--- config.mk ---
export PLATFORM = sky130hd
export DESIGN_NAME = xh_cdb_link_tx
export DESIGN_NICKNAME = d
export VERILOG_FILES = /design/src/rtl/xh_cdb_link_tx.sv
export SDC_FILE = /design/constraint.sdc
export NUM_CORES = 1
export LEC_CHECK = 0
export BUFFER_PORTS_ARGS = -buffer_cell sky130_fd_sc_hd__clkbuf_2
export CORE_UTILIZATION = 40
export CTS_CLUSTER_DIAMETER = 30
export CTS_CLUSTER_SIZE = 25
export DETAILED_ROUTE_END_ITERATION = 8
export GPL_ROUTABILITY_DRIVEN = 0
export GPL_TIMING_DRIVEN = 0
export PLACE_DENSITY = 0.63
export SLEW_MARGIN = 20
export SYNTH_ARGS = -nofsm -noshare
export SYNTH_HDL_FRONTEND = slang
export SYNTH_SLANG_ARGS = --single-unit
--- constraint.sdc ---
create_clock -name clk -period 14.1 [get_ports clk]
set_clock_uncertainty 0.2 [all_clocks]
set_input_delay 0.705 -clock clk [delete_from_list [all_inputs] [get_ports clk]]
set_output_delay 0.705 -clock clk [all_outputs]
set_load 0.01 [all_outputs]
--- src/rtl/xh_cdb_link_tx.sv ---
// rtl/xh_cdb_link_tx.sv - CDB link transmitter: activation FSM, flit FIFO and L-credit accounting.
// Optional feature macro: XH_CDB_LINK_TX_FLITPEND_EN (predictive registered tx_flitpend).
module xh_cdb_link_tx #(
    parameter int FLIT_W  = 392,
    parameter int DEPTH   = 4,
    parameter int MAX_CRD = 15
) (
    input  logic              clk,
    input  logic              rst_n,
    input  logic              in_valid,
    output logic              in_ready,
    input  logic [FLIT_W-1:0] in_flit,
    input  logic              link_en,
    output logic              txlinkactivereq,
    input  logic              txlinkactiveack,
    output logic              tx_flitpend,
    output logic              tx_flitv,
    output logic [FLIT_W-1:0] tx_flit,
    input  logic              tx_lcrdv,
    output logic              crd_ovf,
    output logic [1:0]        link_state
);
    localparam int AW = $clog2(DEPTH);
    localparam int PW = AW + 1;
    localparam int CW = $clog2(MAX_CRD + 1);
    localparam logic [CW-1:0] CRD_MAX = CW'(MAX_CRD);
    localparam logic [CW-1:0] CRD_ONE = CW'(1);
    localparam logic [PW-1:0] PTR_ONE = PW'(1);

    typedef enum logic [1:0] {
        ST_STOP  = 2'd0,
        ST_ACT   = 2'd1,
        ST_RUN   = 2'd2,
        ST_DEACT = 2'd3
    } state_t;

    state_t            state;
    state_t            state_nx;
    logic [FLIT_W-1:0] mem [DEPTH];
    logic [PW-1:0]     wr_ptr;
    logic [PW-1:0]     rd_ptr;
    logic [CW-1:0]     crd;
    logic [CW-1:0]     crd_nx;
    logic              fifo_empty;
    logic              fifo_full;
    logic              push;
    logic              pop;
    logic              ret;
    logic              send;
    logic              crd_inc;
    logic              pend_nx;

    // The extra pointer bit distinguishes full from empty when the indices match.
    assign fifo_empty = (wr_ptr == rd_ptr);
    assign fifo_full  = (wr_ptr[AW] != rd_ptr[AW]) && (wr_ptr[AW-1:0] == rd_ptr[AW-1:0]);
    assign in_ready   = rst_n & ~fifo_full;
    assign push       = in_valid & in_ready;

    assign pop     = (state == ST_RUN) && !fifo_empty && (crd != '0);
    assign ret     = (state == ST_DEACT) && (crd != '0);
    assign send    = pop | ret;
    assign crd_inc = tx_lcrdv && (state != ST_STOP);

    always_comb begin
        state_nx = state;
        case (state)
            ST_STOP:  if (link_en && !txlinkactiveack) state_nx = ST_ACT;
            ST_ACT:   if (txlinkactiveack) state_nx = ST_RUN;
            ST_RUN:   if (!link_en) state_nx = ST_DEACT;
            ST_DEACT: if (!txlinkactiveack && (crd == '0)) state_nx = ST_STOP;
        endcase
    end

    // A credit arriving in the same cycle as a send cancels out.
    always_comb begin
        crd_nx = crd;
        if (crd_inc && !send) begin
            if (crd != CRD_MAX) crd_nx = crd + CRD_ONE;
        end else if (send && !crd_inc) begin
            crd_nx = crd - CRD_ONE;
        end
    end

`ifdef XH_CDB_LINK_TX_FLITPEND_EN
    logic fifo_empty_nx;
    assign fifo_empty_nx = ((wr_ptr + PW'(push)) == (rd_ptr + PW'(pop)));
    assign pend_nx = ((state_nx == ST_RUN) && (!fifo_empty_nx || in_valid)) ||
                     ((state_nx == ST_DEACT) && (crd_nx != '0));
`else
    assign pend_nx = (state_nx != ST_STOP);
`endif

    always_ff @(posedge clk or negedge rst_n) begin
        if (!rst_n) begin
            state           <= ST_STOP;
            crd             <= '0;
            wr_ptr          <= '0;
            rd_ptr          <= '0;
            txlinkactivereq <= 1'b0;
            tx_flitpend     <= 1'b0;
            tx_flitv        <= 1'b0;
            tx_flit         <= '0;
            crd_ovf         <= 1'b0;
        end else begin
            state           <= state_nx;
            crd             <= crd_nx;
            txlinkactivereq <= (state_nx == ST_ACT) || (state_nx == ST_RUN);
            tx_flitpend     <= pend_nx;
            tx_flitv        <= send;
            if (push) wr_ptr <= wr_ptr + PTR_ONE;
            if (pop) rd_ptr <= rd_ptr + PTR_ONE;
            // Return flits carry an all-zero payload; otherwise the last flit is held.
            if (pop) tx_flit <= mem[rd_ptr[AW-1:0]];
            else if (ret) tx_flit <= '0;
            if (crd_inc && (crd == CRD_MAX)) crd_ovf <= 1'b1;
        end
    end

    always_ff @(posedge clk) begin
        if (push) mem[wr_ptr[AW-1:0]] <= in_flit;
    end

    assign link_state = state;
endmodule

==> impl_metrics.py, run 1 <==
metrics = {
    "die": {
        "die_area_sq_um": 178900,
        "row_count": 154,
        "ios": 797,
        "initial_utilization_pct": 40.25,
        "die-height_um": 423.0,
        "core_area_sq_um": 176100,
        "dieWidth_um": 423.0,
    },
    "clock_network": {
        "clk_latency_ps": 960,
        "numCtsBuffers": 406,
        "cts_setup_buffers": 0,
        "path_clk_slew_ps": 50,
        "clockRootBuffer": "clkbuf_16",
        "cts_sinks": 1976,
        "cts.path.max_buffers": 4,
        "cts_max_level": 5,
        "cts_tree": "done",
    },
    "critical_path": {
        "crit_path_end_kind": "flop",
        "cp_slowest_cell": "and3_4",
        "max_stage_delay_ps": 700,
        "r2r-end": "mem[0][328]$_DFFE_PP_",
        "crit_start": "rst_n",
        "crit_chain": "dlygate4sd3_1, clkbuf_8, buf_16, buf_16, inv_1, a31oi_1, and3_4, buf_16, buf_16, buf_16, buf_12, buf_16",
        "cp-start-kind": "input port",
        "ff2ff_setup_slack_ps": 9900,
        "r2r_start": "rd_ptr[1]$_DFFE_PN0P_",
        "path_buf_inv": 10,
        "cp_top_family": "buffers and inverters",
        "reg2regPathDepth": 9,
        "crit_type": "input port to flop",
        "crit_top_cell": "buf_16",
        "arrival_ps": 5200,
        "critical_path_peak_fanout": 51,
        "required_ps": 14460,
    },
    "yosys": {
        "synthesis.area_sq_um": 70890,
        "syn_avg_cell_area_sq_um": 23.62,
        "synth_edf_count": 1568,
        "syn-num-nets": 3409,
        "synthTopCellsByArea": "edfxtp_1 (66%), dfrtp_1 (14%), mux4_2 (12%)",
        "yosysWarningCount": 0,
        "ys_types": 34,
        "synth_seq_cells": 1976,
        "synth_cells": 3002,
        "async_flop_share_pct": 20.65,
        "yosysTopAreaCell": "edfxtp_1",
        "yosysSeqAreaShare_pct": 80.82,
        "netlist.area_leader.share_pct": 66.42,
        "synthFlopType": "edfxtp_1",
    },
    "sta": {
        "finalHoldViolations": 0,
        "maxSlewViolCount": 0,
        "timing.fmax_mhz": 206.4,
        "period_share_pct": 34.36,
        "rsz0062_at_grt": "no",
        "fin_tns_setup_ps": 0,
        "worst_pin_slew_ps": 1073,
        "hold_slack_ps": 135.0,
        "layout_setup_ws_ps": 9255,
        "max_slew_margin_pct": 28.44,
        "setup_violations": 0,
        "period_needed_ps": 4845,
    },
    "global_route": {
        "first_global_vias": 40590,
        "grt_max_degree": 78,
        "grt_pass1_wl_um": 264800,
        "antenna_found_initial": 34,
        "grt_usage_pct": 20.01,
        "grt_overflow": 0,
    },
    "detailed_routing": {
        "drt-pass1-iter-count": 5,
        "drc": 0,
        "drt-initial-drc-count": 2322,
        "postRouteAntennaNets": 0,
        "post_drt_wl_per_cell_um": 24.52,
        "dr_total_vias": 37750,
        "via_per_inst": 5.138,
        "wirelength_um": 180200,
    },
    "finish": {
        "drive_above_1_share_pct": 41.24,
        "area_delta_synth_final_pct": 36.92,
        "num-fill-cells": 13290,
        "nets": 5059,
    },
    "hold_path": {
        "hp-class": "input port to asynchronous set/reset pin",
    },
    "power_and_ir_drop": {
        "power.density_nw_per_um2": 230.5,
        "power_leakage_nw": 36.92,
        "p_total_mw": 22.37,
        "max-vdd-ir-drop_uv": 175.1,
    },
    "status": {
        "status": "finished clean",
    },
    "placement": {
        "hpwlAfterDp_um": 113000,
        "io_buffers": 796,
        "dp_slack_ps": 8808,
    },
    "job": {
        "maxCapViolCount": 0,
    },
}
==> synth_stat cells (all sizes together), types with 2 or more instances <==
cell / number
dfrtp: 408
mux4: 392
buf: 124
a2bb2oi: 2
ha: 8
xor2: 3
mux2: 3
edfxtp: 1568
a22o: 392
mux2i: 3
nand2: 5
and3: 4
xnor2: 9
inv: 10
nor2: 3
clkbuf: 52
==> kinds of logic after synthesis <==
family          after synthesis  synth area share (%)
fa+ha+maj                     9                0.1694
simple gates                 17                0.1271
compound gates              404                 4.993
mux                         398                 12.54
buf+inv                     186                 1.202
flops                      1976                 80.82
xor+xnor                     12                0.1483
==> flip-flops by register name (all words and copies together) (netlist names) <==
name and cells:
wr_ptr 3, crd_ovf 1, link_state 2, rd_ptr 3
txlinkactivereq 1, tx_flit 392, tx_flitv 1, crd 4
tx_flitpend 1, mem 1568
==> timing repair <==
item	in CTS	in global routing
hold endpoints to repair	1707	0
hold buffers	398	0
resized for setup	0	0
==> area by class of cell <==
cell class | count | area [sq um] | area share (%)
clock inverter | 251 | 3050 | 3.143
timing repair buffer | 1242 | 9185 | 9.462
buffer | 176 | 818.3 | 0.8430
clock buffer | 490 | 10920 | 11.25
tap | 2340 | 2928 | 3.016
multi-input combinational | 840 | 12780 | 13.16
antenna | 22 | 55.05 | 0.05671
inverter | 10 | 37.54 | 0.03867
sequential | 1976 | 57300 | 59.02
==> how the worst max path moves through the flow <==
stage	to	cells after the start
CTS	mem[0][328]$_DFFE_PP_	12
global placement	mem[0][222]$_DFFE_PP_	4
floorplan	mem[3][0]$_DFFE_PP_	3
finish	mem[0][328]$_DFFE_PP_	12
detailed placement	mem[0][329]$_DFFE_PP_	11
global route	mem[0][328]$_DFFE_PP_	12
==> worst reg2reg max path, cell delays in order (launching register included) <==
cell     delay [ps]
dfrtp_1         340
buf_2           340
xnor2_1         210
a31oi_1         510
and3_4          700
buf_16          330
buf_16          310
buf_16          280
buf_12          290
buf_16          320
==> stage by stage <==
| step | instance area [sq um] | utilization (%) | cells |
|---|---|---|---|
| finish | 97070 | 55.12 | 7347 |
| global route | 97060 | 55.11 | 7344 |
| CTS | 97010 | 55.09 | 7325 |
| detailed placement | 79060 | 44.89 | 6186 |
| global placement | 77810 | 44.18 | 6138 |
| floorplan | 70890 | - | 3002 |
==> routing by layer <==
| metal | routed length, um | global-route usage [%] |
|---|---|---|
| met1 | 67090 | 23.39 |
| met2 | 93880 | 34.30 |
| met3 | 10450 | 4.871 |
| met4 | 8671 | 10.16 |
| met5 | 86 | 0 |
==> where the power goes <==
group	total, mW	leakage (nW)	switching, mW	internal [mW]
combinational	4.92	10.5	2.80	2.12
sequential	7.87	19.7	0.444	7.43
clock	9.58	6.73	3.08	6.50
==> layout by cell type, fill, tap and decap left out, drive strengths merged, types with 2 or more instances in the layout <==
cell	instances
mux4	392
ha	8
xor2	3
inv	42
nor2	3
clkbuf	1338
buf	172
mux2i	3
nand2	5
diode	22
clkinv	116
a22o	392
edfxtp	1568
a2bb2oi	2
xnor2	9
and3	4
bufinv	54
dlygate4sd3	398
mux2	3
dfrtp	408
clkinvlp	49
Power figures use the tool's default switching activity.
==> run 2, diff against run 1 <==
Settings changed: PLACE_DENSITY 0.63 to 0.65.
Clock period 14.1 ns to 4.4 ns, I/O delays scaled along.
==> impl_metrics.py, run 2 (synthesis gave the netlist of run 1 again) <==
metrics = {
    "die": {
        "row_count": 154,
        "die_area_sq_um": 178900,
        "core_area_sq_um": 176100,
        "ios": 797,
        "dieWidth_um": 423.0,
        "initial_utilization_pct": 40.25,
        "die-height_um": 423.0,
    },
    "clock_network": {
        "clk_latency_ps": 940,
        "cts.path.max_buffers": 4,
        "cts_max_level": 5,
        "path_clk_slew_ps": 50,
        "clockRootBuffer": "clkbuf_16",
        "cts_sinks": 1976,
        "numCtsBuffers": 389,
        "cts_tree": "done",
    },
    "global_route": {
        "grt_usage_pct": 21.02,
        "grt_pass1_wl_um": 277700,
        "grt_max_degree": 77,
        "first_global_vias": 43160,
        "grt_overflow": 0,
        "antenna_found_initial": 43,
    },
    "sta": {
        "setup_violations": 0,
        "maxSlewViolCount": 0,
        "max_slew_margin_pct": 31.41,
        "hold_slack_ps": 37.73,
        "period_needed_ps": 4224,
        "period_share_pct": 96.01,
        "fin_tns_setup_ps": 0,
        "worst_pin_slew_ps": 1029,
        "finalHoldViolations": 0,
        "timing.fmax_mhz": 236.7,
    },
    "status": {
        "status": "finished clean",
    },
    "critical_path": {
        "crit_path_end_kind": "flop",
        "required_ps": 4760,
        "ff2ff_setup_slack_ps": 680,
        "cp-start-kind": "input port",
        "r2r_start": "crd[0]$_DFFE_PN0P_",
        "r2r-end": "crd[3]$_DFFE_PN0P_",
        "crit_type": "input port to flop",
        "critical_path_peak_fanout": 74,
        "reg2regPathDepth": 11,
        "arrival_ps": 4580,
    },
    "detailed_routing": {
        "dr_total_vias": 39770,
        "drc": 0,
        "post_drt_wl_per_cell_um": 24.54,
        "via_per_inst": 5.147,
        "postRouteAntennaNets": 0,
        "drt-initial-drc-count": 2479,
        "wirelength_um": 189600,
        "drt-pass1-iter-count": 5,
    },
    "finish": {
        "drive_above_1_share_pct": 37.85,
        "multiInputGateArea_sq_um": 12830,
        "final_common_cell": "edfxtp_1",
        "num-fill-cells": 12720,
        "register_area_sq_um": 57300,
        "area_delta_synth_final_pct": 41.77,
        "stdcell_area_sq_um": 100500,
        "largest_reg_flops": 1568,
        "final_util_pct": 57.07,
        "nets": 5439,
        "final_cell_mix": "edfxtp_1 (1568), clkbuf_2 (800), dlygate4sd3_1 (789)",
    },
    "job": {
        "maxCapViolCount": 0,
    },
    "hold_path": {
        "whs_path_depth": 2,
        "min_to": "mem[2][391]$_DFFE_PP_",
        "hp-class": "input port to flop",
        "hold_path_startpoint": "in_flit[391]",
    },
    "power_and_ir_drop": {
        "switching_share_pct": 28.76,
        "p_comb_share_pct": 22.9,
        "power_frac_seq_pct": 35.5,
        "p_clk_share_pct": 41.6,
        "power.density_nw_per_um2": 707.9,
        "power.internal_mw": 50.69,
        "max-vdd-ir-drop_uv": 410.8,
        "p_sw_mw": 20.46,
        "power_leakage_nw": 38.28,
    },
    "placement": {
        "placed_area_sq_um": 79150,
        "hpwlAfterDp_um": 114900,
        "io_buffers": 796,
    },
}
[run 2: cell types whose count changed in the layout (fill, tap and decap cells not counted), sizes merged]
cell / change
dlygate4sd3: +391
diode: +14
clkinv: -13
inv: +20
buf: +5
and3: +1
clkbuf: -35
clkinvlp: -3
bufinv: -1
[run 2: metrics by stage]
step                      setup slack (ps)  power, mW  instances
after floorplan                     -38.40      34.74       3002
after global placement              -12640      41.13       6138
after CTS                            23.98      71.72       7686
after global routing                -5.741      73.85       7721
final                                175.8      71.15       7726
after detailed placement             175.9      41.33       6187
[run 2: timing repair]
item	4_1_cts	5_1_grt
hold endpoints to repair	2302	0
hold buffers	790	0
setup endpoints to repair	0	79
setup buffers	0	3
resized for setup	0	5
[run 2: layout make-up]
class | count | area share, %
inverters | 10 | 0.03984
multi-input cells | 841 | 12.76
clock inverters | 254 | 3.071
well taps | 2340 | 2.913
repair buffers | 1638 | 13.14
clock buffers | 455 | 10.15
diodes | 36 | 0.08963
plain buffers | 176 | 0.8229
flip-flops and latches | 1976 | 57.01
[run 2: worst max-delay path by stage]
stage                                      from                     to  slack [ps]  cells past startpoint
after floorplan           rd_ptr[1]$_DFFE_PN0P_    mem[3][0]$_DFFE_PP_         -40                      4
after global placement                    rst_n  mem[3][117]$_DFFE_PP_      -12640                      4
after detailed placement                  rst_n  mem[2][118]$_DFFE_PP_         180                     10
after CTS                                 rst_n  mem[2][126]$_DFFE_PP_          20                     13
after global routing                      rst_n  mem[1][130]$_DFFE_PP_          -6                     13
final                                     rst_n  mem[1][130]$_DFFE_PP_         180                     13
[run 2: metal layers]
layer / vias up / routed length, um / GRT usage [%]
li1: 17070 / - / -
met1: 20660 / 67710 / 23.58
met2: 1555 / 98150 / 35.91
met3: 480 / 11580 / 5.122
met4: 2 / 12190 / 13.30
met5: - / 13 / 0
[run 2: power groups by stage]
stage                     clock [mW]  sequential, mW  combinational (mW)
after floorplan                    0            26.2                8.55
after global placement             0            25.8                15.3
after detailed placement           0            25.5                15.9
after CTS                       29.9            25.2                16.5
after global routing            30.9            25.6                17.4
final                           29.6            25.3                16.3
[run 2: critical path, cell delays in order]
cell	delay, ps
dlygate4sd3_1	520
dlygate4sd3_1	560
clkbuf_8	140
buf_16	190
buf_16	300
buf_16	360
inv_4	50
a31oi_4	350
and3_4	440
buf_16	260
buf_16	280
buf_16	240
buf_16	270
==> run 3, diff against run 2 <==
Settings changed: REMOVE_ABC_BUFFERS set to 1.
==> impl_metrics.py, run 3 (synthesis gave the netlist of run 1 again) <==
metrics = {
    "clock_network": {
        "numCtsBuffers": 410,
        "clk_latency_ps": 940,
        "clockRootBuffer": "clkbuf_16",
        "cts_max_level": 5,
        "cts_sinks": 1976,
        "path_clk_slew_ps": 50,
        "cts.path.max_buffers": 4,
        "cts_tree": "done",
    },
    "die": {
        "die-height_um": 423.0,
        "row_count": 154,
        "die_area_sq_um": 178900,
        "dieWidth_um": 423.0,
        "initial_utilization_pct": 40.25,
        "core_area_sq_um": 176100,
        "ios": 797,
    },
    "sta": {
        "hold_slack_ps": 127.1,
        "period_needed_ps": 4138,
        "setup_violations": 0,
        "fin_tns_setup_ps": 0,
        "max_slew_margin_pct": 23.46,
        "finalHoldViolations": 0,
        "rsz0062_at_grt": "no",
        "period_share_pct": 94.05,
        "maxSlewViolCount": 0,
        "layout_setup_ws_ps": 261.8,
        "timing.fmax_mhz": 241.7,
        "worst_pin_slew_ps": 1136,
    },
    "critical_path": {
        "path_buf_inv": 7,
        "critical_path_peak_fanout": 40,
        "crit_chain": "buf_16, buf_16, buf_12, xnor2_2, a31oi_4, and3_4, buf_12, buf_16, buf_16, buf_16",
        "crit_type": "flop to flop",
        "arrival_ps": 4510,
        "cp-start-kind": "flop",
        "reg2regPathDepth": 10,
        "max_stage_delay_ps": 550,
        "r2r-end": "mem[3][73]$_DFFE_PP_",
        "ff2ff_setup_slack_ps": 260,
        "cp_top_family": "buffers and inverters",
        "crit_top_cell": "buf_16",
        "crit_start": "rd_ptr[0]$_DFFE_PN0P_",
        "crit_path_end_kind": "flop",
        "r2r_start": "rd_ptr[0]$_DFFE_PN0P_",
        "cp_slowest_cell": "and3_4",
        "required_ps": 4770,
    },
    "global_route": {
        "grt_usage_pct": 20.54,
        "grt_pass1_wl_um": 276700,
        "first_global_vias": 43000,
        "antenna_found_initial": 28,
        "grt_max_degree": 68,
        "grt_overflow": 0,
    },
    "placement": {
        "dp_slack_ps": -573.8,
        "hpwlAfterDp_um": 107200,
        "placed_area_sq_um": 79620,
        "place_inst": 6081,
        "io_buffers": 796,
    },
    "finish": {
        "stdcell_area_sq_um": 101700,
        "largest_reg_flops": 1568,
        "fin_cells": 7649,
        "drive_above_1_share_pct": 37.99,
        "final_cell_mix": "edfxtp_1 (1568), clkbuf_2 (795), dlygate4sd3_1 (794)",
        "final_util_pct": 57.77,
        "nets": 5362,
        "area_delta_synth_final_pct": 43.51,
        "final_common_cell": "edfxtp_1",
        "num-fill-cells": 12540,
    },
    "hold_path": {
        "hp-class": "input port to flop",
        "min_to": "wr_ptr[0]$_DFFE_PN0P_",
        "whs_path_depth": 4,
        "hold_path_startpoint": "in_valid",
    },
    "power_and_ir_drop": {
        "power.density_nw_per_um2": 718.7,
        "power_leakage_nw": 38.67,
        "max-vdd-ir-drop_uv": 498.8,
        "p_total_mw": 73.12,
    },
    "detailed_routing": {
        "via_per_inst": 5.216,
        "postRouteAntennaNets": 0,
        "drc": 0,
        "wirelength_um": 185600,
        "post_drt_wl_per_cell_um": 24.26,
        "drt-pass1-iter-count": 5,
        "drt-initial-drc-count": 2660,
        "dr_total_vias": 39900,
    },
    "job": {
        "maxCapViolCount": 0,
    },
    "status": {
        "status": "finished clean",
    },
}
run 3: cell types whose count changed in the layout (fill, tap and decap cells not counted), sizes merged, moves of 5 or more:
cell	previous run	this run
buf	177	125
clkinv	103	111
dlygate4sd3	789	794
diode	36	21
clkbuf	1303	1288
clkinvlp	46	37
run 3: timing repair:
action	in CTS	in global routing
buffers inserted	5	0
setup endpoints to repair	580	110
hold endpoints to repair	2147	0
gates cloned	1	1
hold buffers	795	0
pin swaps	2	0
gates resized for setup	1	2
run 3: per-layer routing:
metal / routed length (um) / vias to the layer above / GRT usage [%]
li1: - / 16890 / -
met1: 70760 / 20990 / 25.02
met4: 9022 / 8 / 10.55
met2: 92840 / 1559 / 33.69
met5: 51 / - / 0
met3: 12880 / 444 / 5.481
run 3: final cells by class:
type / count / area, sq um / share of cell area, %
flip-flops and latches: 1976 / 57300 / 56.32
repair buffers: 1715 / 14580 / 14.33
clock buffers: 492 / 10900 / 10.72
multi-input cells: 842 / 12830 / 12.61
well taps: 2340 / 2928 / 2.878
diodes: 21 / 52.55 / 0.05165
inverters: 10 / 37.54 / 0.03689
clock inverters: 253 / 3103 / 3.050
run 3: report_power, final:
part           switching [mW]  internal (mW)
Combinational            9.13           7.72
Sequential               1.54           23.8
Clock                    9.98           20.9
Total                    20.6           52.5
run 3: tightest hold or removal path, stage by stage:
cell           delay, ps
dlygate4sd3_1        570
clkbuf_2             190
nand2_1              130
xnor2_1               70
run 3: how the worst max path moves through the flow:
| stage | to | depth (start not counted) |
|---|---|---|
| floorplan | rd_ptr[1]$_DFFE_PN0P_ | 3 |
| global placement | rd_ptr[1]$_DFFE_PN0P_ | 3 |
| detailed placement | mem[0][96]$_DFFE_PP_ | 10 |
| CTS | mem[3][73]$_DFFE_PP_ | 10 |
| global route | mem[3][366]$_DFFE_PP_ | 10 |
| finish | mem[3][73]$_DFFE_PP_ | 10 |
